`src/rtl/timer_array_pkg.sv`:
```
// Shared state encodings and default widths for the timer array.
package timer_array_pkg;

    localparam int unsigned DEF_NUM_CH  = 4;
    localparam int unsigned DEF_CNT_W   = 16;
    localparam int unsigned DEF_PRESC_W = 8;

    typedef enum logic [1:0] {
        ST_IDLE = 2'd0,
        ST_RUN  = 2'd1,
        ST_DONE = 2'd2
    } state_e;

endpackage

```
`src/rtl/timer_array_channel.sv`:
```
// One timer channel: prescaler, tick counter, expiry FSM, sticky status/overrun.
module timer_channel
    import timer_array_pkg::*;
#(
    parameter int unsigned CNT_W   = DEF_CNT_W,
    parameter int unsigned PRESC_W = DEF_PRESC_W
) (
    input  logic               i_clk,
    input  logic               i_rst,
    input  logic               i_en,
    input  logic               i_cont,
    input  logic [CNT_W-1:0]   i_period,
    input  logic [PRESC_W-1:0] i_prescale,
    input  logic               i_irq_clear,
    output logic               o_status,
    output logic               o_overrun,
    output logic               o_active,
    output logic [CNT_W-1:0]   o_count
);

    state_e             state_q, state_d;
    logic [CNT_W-1:0]   cnt_q, cnt_d;
    logic [PRESC_W-1:0] presc_q, presc_d;
    logic               status_q, status_d;
    logic               overrun_q, overrun_d;

    logic [CNT_W-1:0]   term_c;
    logic               tick_c;
    logic               expire_c;

    // Period 0 behaves as period 1; >= on the prescaler keeps a live lowering of
    // i_prescale from wrapping the prescaler all the way round.
    assign term_c   = (i_period == '0) ? '0 : i_period - CNT_W'(1);
    assign tick_c   = (state_q == ST_RUN) && (presc_q >= i_prescale);
    assign expire_c = i_en && tick_c && (cnt_q >= term_c);

    always_comb begin
        state_d   = state_q;
        cnt_d     = cnt_q;
        presc_d   = presc_q;
        status_d  = status_q;
        overrun_d = overrun_q;

        if (i_irq_clear) begin
            status_d  = 1'b0;
            overrun_d = 1'b0;
        end

        if (!i_en) begin
            state_d = ST_IDLE;
            cnt_d   = '0;
            presc_d = '0;
        end else begin
            unique case (state_q)
                ST_IDLE: begin
                    state_d = ST_RUN;
                    cnt_d   = '0;
                    presc_d = '0;
                end
                ST_RUN: begin
                    if (tick_c) begin
                        presc_d = '0;
                        if (!expire_c) begin
                            cnt_d = cnt_q + CNT_W'(1);
                        end
                    end else begin
                        presc_d = presc_q + PRESC_W'(1);
                    end
                end
                ST_DONE: ;
                default: state_d = ST_IDLE;
            endcase
        end

        // Expiry sets status even against a same-cycle clear.
        if (expire_c) begin
            status_d = 1'b1;
            if (status_q && !i_irq_clear) begin
                overrun_d = 1'b1;
            end
            if (i_cont) begin
                cnt_d = '0;
            end else begin
                state_d = ST_DONE;
            end
        end
    end

    always_ff @(posedge i_clk or posedge i_rst) begin
        if (i_rst) begin
            state_q   <= ST_IDLE;
            cnt_q     <= '0;
            presc_q   <= '0;
            status_q  <= 1'b0;
            overrun_q <= 1'b0;
        end else begin
            state_q   <= state_d;
            cnt_q     <= cnt_d;
            presc_q   <= presc_d;
            status_q  <= status_d;
            overrun_q <= overrun_d;
        end
    end

    assign o_status  = status_q;
    assign o_overrun = overrun_q;
    assign o_active  = (state_q == ST_RUN);
    assign o_count   = cnt_q;

endmodule

```
`src/rtl/timer_array.sv`:
```
// Multi-channel timer array: per-channel timers plus masked interrupt reduction.
module timer_array
    import timer_array_pkg::*;
#(
    parameter int unsigned NUM_CH  = DEF_NUM_CH,
    parameter int unsigned CNT_W   = DEF_CNT_W,
    parameter int unsigned PRESC_W = DEF_PRESC_W
) (
    input  logic                      i_clk,
    input  logic                      i_rst,
    input  logic [NUM_CH-1:0]         i_en,
    input  logic [NUM_CH-1:0]         i_cont,
    input  logic [NUM_CH*CNT_W-1:0]   i_period,
    input  logic [PRESC_W-1:0]        i_prescale,
    input  logic [NUM_CH-1:0]         i_irq_clear,
    input  logic [NUM_CH-1:0]         i_irq_mask,
    output logic [NUM_CH-1:0]         o_irq_status,
    output logic [NUM_CH-1:0]         o_overrun,
    output logic                      o_irq,
    output logic [NUM_CH-1:0]         o_active,
    output logic [NUM_CH*CNT_W-1:0]   o_count
);

    for (genvar n = 0; n < NUM_CH; n++) begin : g_ch
        timer_channel #(
            .CNT_W   (CNT_W),
            .PRESC_W (PRESC_W)
        ) u_ch (
            .i_clk       (i_clk),
            .i_rst       (i_rst),
            .i_en        (i_en[n]),
            .i_cont      (i_cont[n]),
            .i_period    (i_period[n*CNT_W +: CNT_W]),
            .i_prescale  (i_prescale),
            .i_irq_clear (i_irq_clear[n]),
            .o_status    (o_irq_status[n]),
            .o_overrun   (o_overrun[n]),
            .o_active    (o_active[n]),
            .o_count     (o_count[n*CNT_W +: CNT_W])
        );
    end

    // Mask is applied after the status flops so it acts within the same cycle.
    assign o_irq = |(o_irq_status & i_irq_mask);

endmodule

```
`config.mk`:
```
export PLATFORM = sky130hd
export DESIGN_NAME = timer_array
export DESIGN_NICKNAME = d
export VERILOG_FILES = /design/src/rtl/timer_array_pkg.sv /design/src/rtl/timer_array_channel.sv /design/src/rtl/timer_array.sv
export SDC_FILE = /design/constraint.sdc
export NUM_CORES = 1
export LEC_CHECK = 0
export ABC_AREA = 1
export BUFFER_PORTS_ARGS = -buffer_cell sky130_fd_sc_hd__buf_2
export CORE_ASPECT_RATIO = 0.8
export CORE_MARGIN = 10
export CORE_UTILIZATION = 56
export DETAILED_ROUTE_END_ITERATION = 8
export GPL_ROUTABILITY_DRIVEN = 0
export GPL_TIMING_DRIVEN = 1
export PLACE_DENSITY = 0.79
export RECOVER_POWER = 25
export REMOVE_ABC_BUFFERS = 1
export SETUP_SLACK_MARGIN = 0.05
export SYNTH_ARGS = -nofsm -noshare
export SYNTH_HDL_FRONTEND = slang
export SYNTH_HIERARCHICAL = 1
export SYNTH_SLANG_ARGS = --single-unit
export TNS_END_PERCENT = 100
```
`constraint.sdc`:
```
create_clock -name i_clk -period 2.4 [get_ports i_clk]
set_clock_uncertainty 0.2 [all_clocks]
set_input_delay 0.24 -clock i_clk [delete_from_list [all_inputs] [get_ports i_clk]]
set_output_delay 0.24 -clock i_clk [all_outputs]
set_load 0.01 [all_outputs]
```
==> metrics.csv <==
metric;value;unit
status;finished, violations left;
failed_checks;setup timing;
drt_iter0_markers;1350;
yosys.area.top_type;dfrtp_1;
synthCells;1578;
n_fill_cell;1060;
grt-ovfl-total;0;
routed_wl;42200;um
crit_required;2460;ps
critPathLaunchType;input pin;
grt_start_max_net_pins;29;
p_sw_share;30.7;%
netlist_area;0.0110;mm^2
p_int;3110;uW
worst_slack;-473;ps
finalHoldViolations;0;
clockBufferDepth;2;
cp_data_arrival_time;2930;ps
regToRegStartpoint;g_ch[2].u_ch/presc_q[3]$_DFFE_PP0P_;
cp-end-kind;flip-flop;
crit_slowest_cell;ha_4;
rows;45;
slew_headroom;47.2;%
combPwrFrac;23.9;%
reg2reg_to;g_ch[2].u_ch/o_count[2]$_DFF_PP0_;
grt.total_usage;25.4;%
io_pins;167;
dpl.cell_count;2169;
p_seq_share;43.0;%
cts_sinks;112;
layout_min_cycle_time;2870;ps
cts_max_level;3;
syn_area_per_cell;6.97;um^2
hold_start;i_en[1];
rsz0062_at_grt;true;
synth_cell_type_count;45;
core;0.0191;mm^2
dpl_worst_slack;-837;ps
maxCapViolations;0;
vias;13300;
wire_per_inst;18.7;um
grt_pass1_vias;11900;
power_switching;1380;uW
final_cell_area;0.0162;mm^2
met2_length;20100;um
final_nets;2196;
p_leak;0.00791;uW
met1_length;15600;um
dp.final_hpwl;24100;um
die_width;177;um
critPathBufInv;6;
area_delta_synth_final;47.0;%
synth_area_leaders;dfrtp_1 25%, ha_1 13%, nand2_1 12%;
clkSlewWorstSetupHoldPaths;80;ps
critPathTopFamily;simple AND/OR/NAND/NOR gates;
start_util;57.5;%
setup_viol;80;
grt_pass1_wl;55600;um
max_freq;348;MHz
routed.top_layer;met4;
r2r_cells;12;
ir_drop;0.406;mV
die_h;145;um
setup_tns;-28690;ps
io_buffers;166;
power_density;278;mW/mm^2
cts_made_buffers;9;
crit_type;in -> reg;
period_share;120;%
whs_endpoint;g_ch[1].u_ch/presc_q[1]$_DFFE_PP0P_;
dr.pass1.iters;6;
grt_antenna_before_repair;0;
clockRootBuffer;clkbuf_16;
via_per_inst;5.89;
synth_top_area_share;25.5;%
dpl-instance-area;0.0134;mm^2
hold_slack;47.7;ps
diodes;0;
final_cells;2257;
path_max_fanout;6;
seq_area_frac_synth;25.5;%
hold_class;in -> reg;
drc_errors;0;
reg2reg_slack;-190;ps
drive_above_1_share;41.4;%
worstSkewPairLatency;360;ps
ys_ff_latch;112;
synth_warnings;6;
cts_tree;yes;
dieArea;0.0257;mm^2
tightest_slew;784;ps
slew_viol_final;0;
cp_cell_sequence;buf_6 > or2_4 > nor2_4 > nand2_4 > buf_6 > inv_1 > nand2_1 > inv_1 > or2_2 > nand3_2 > ha_4 > nand2_1 > nor2_1 > nand2_1 > nand2_2 > nand2_2 > nand2_4 > buf_6 > nand3_4 > nand2_8 > clkinv_8 > o21ai_2 > nor2_2;
min_path_cells;3;
wl_met3;4220;um
pwr-share-clk;33.1;%
crit_path_max_incr_delay;320;ps
antenna_left;0;
==> final cells by class <==
class / count / area [um^2] / area share, %
multi-input combinational: 1169 / 8560 / 52.9
timing repair buffer: 416 / 3050 / 18.8
sequential: 112 / 2800 / 17.3
inverter: 283 / 1130 / 6.98
tap: 258 / 323 / 2.00
clock buffer: 10 / 239 / 1.48
clock inverter: 6 / 42.5 / 0.263
timing repair inverter: 3 / 30.0 / 0.186
==> worst register-to-register path, delay by kind of cell, from the launching register on <==
family	cells	cell delay (ps)
adder cells (fa/ha/maj)	1	310
AND/OR/NAND/NOR	8	780
flip-flops	1	420
buffers and inverters	1	170
AO/OA/AOI/OAI	2	620
==> metal layers <==
layer	vias up	track usage, %
li1	5947	-
met1	6172	31.7
met2	914	41.8
met3	250	5.67
met4	0	9.02
met5	-	0
==> state kept, by name (all words and copies together), names as in the netlist <==
signal / cells
g_ch.u_ch/state_q: 8
g_ch.u_ch/o_status: 4
g_ch.u_ch/presc_q: 32
g_ch.u_ch/o_overrun: 4
g_ch.u_ch/o_count: 64
==> synth_stat cells, drive strengths merged <==
cell    number
o21a         8
nand2      374
xor2        32
nand4       58
nor4         9
o22ai       12
ha         112
buf         19
o32ai        4
nor3        27
o21ai       63
clkbuf       3
or3          1
a32o         3
nand3b       9
inv        281
clkinv       2
and3         2
nand3      129
dfrtp      112
or2         24
o21bai       9
xnor2        8
nor2       212
a21oi       65
==> worst max path at each step <==
stage / from / to / slack (ps) / cells past startpoint
detailed placement: i_period[1] / g_ch[0].u_ch/o_count[10]$_DFF_PP0_ / -840 / 18
global placement: i_period[33] / g_ch[2].u_ch/o_count[12]$_DFF_PP0_ / -790 / 17
floorplan: i_period[16] / g_ch[1].u_ch/o_count[6]$_DFF_PP0_ / -490 / 21
global route: i_period[52] / g_ch[3].u_ch/o_count[13]$_DFF_PP0_ / -560 / 23
finish: i_period[52] / g_ch[3].u_ch/o_count[13]$_DFF_PP0_ / -470 / 23
CTS: i_period[1] / g_ch[0].u_ch/o_count[3]$_DFF_PP0_ / -320 / 18
==> kinds of logic after synthesis <==
family                     share of synthesized area [%]
AOI/OAI and AO/OA                                   9.42
buffers and inverters                               11.7
xor gates and xnor gates                            3.18
DFF                                                 25.5
adders and majority gates                           12.7
and+or+nand+nor                                     37.5
==> placed cells by master, fill, tap and decap left out, drive strengths merged, types with 9 or more instances in the layout <==
cell type / n
inv: 282
a21oi: 65
buf: 401
o21ai: 63
or2: 24
dfrtp: 112
nand4: 58
nand2: 382
nor4: 9
o21bai: 9
o22ai: 12
xor2: 32
ha: 112
nand3: 129
dlygate4sd3: 12
clkbuf: 13
nor2: 212
nor3: 27
nand3b: 9
==> metrics by stage <==
step	util, %	power (uW)
after floorplan	-	2390
after global placement	69.9	2740
after detailed placement	69.9	2770
after CTS	77.0	4300
after global routing	84.5	4680
final	84.5	4490
==> power by group through the flow <==
stage / sequential, uW / clock [uW] / combinational, uW
floorplan: 1960 / 0 / 429
global placement: 1960 / 0 / 779
detailed placement: 1970 / 0 / 806
CTS: 1930 / 1480 / 890
global route: 1930 / 1580 / 1170
finish: 1930 / 1490 / 1070
==> repair_timing <==
action                                  4_1_cts  5_1_grt
hold buffers                                 12        0
endpoints found under the hold margin       105        0
buffers inserted                             24       26
pin swaps                                    96      149
gates cloned                                 10        4
endpoints found under the setup margin       80       81
gates resized for setup                     177      276
No activity file was read; power rests on OpenSTA's default activity.
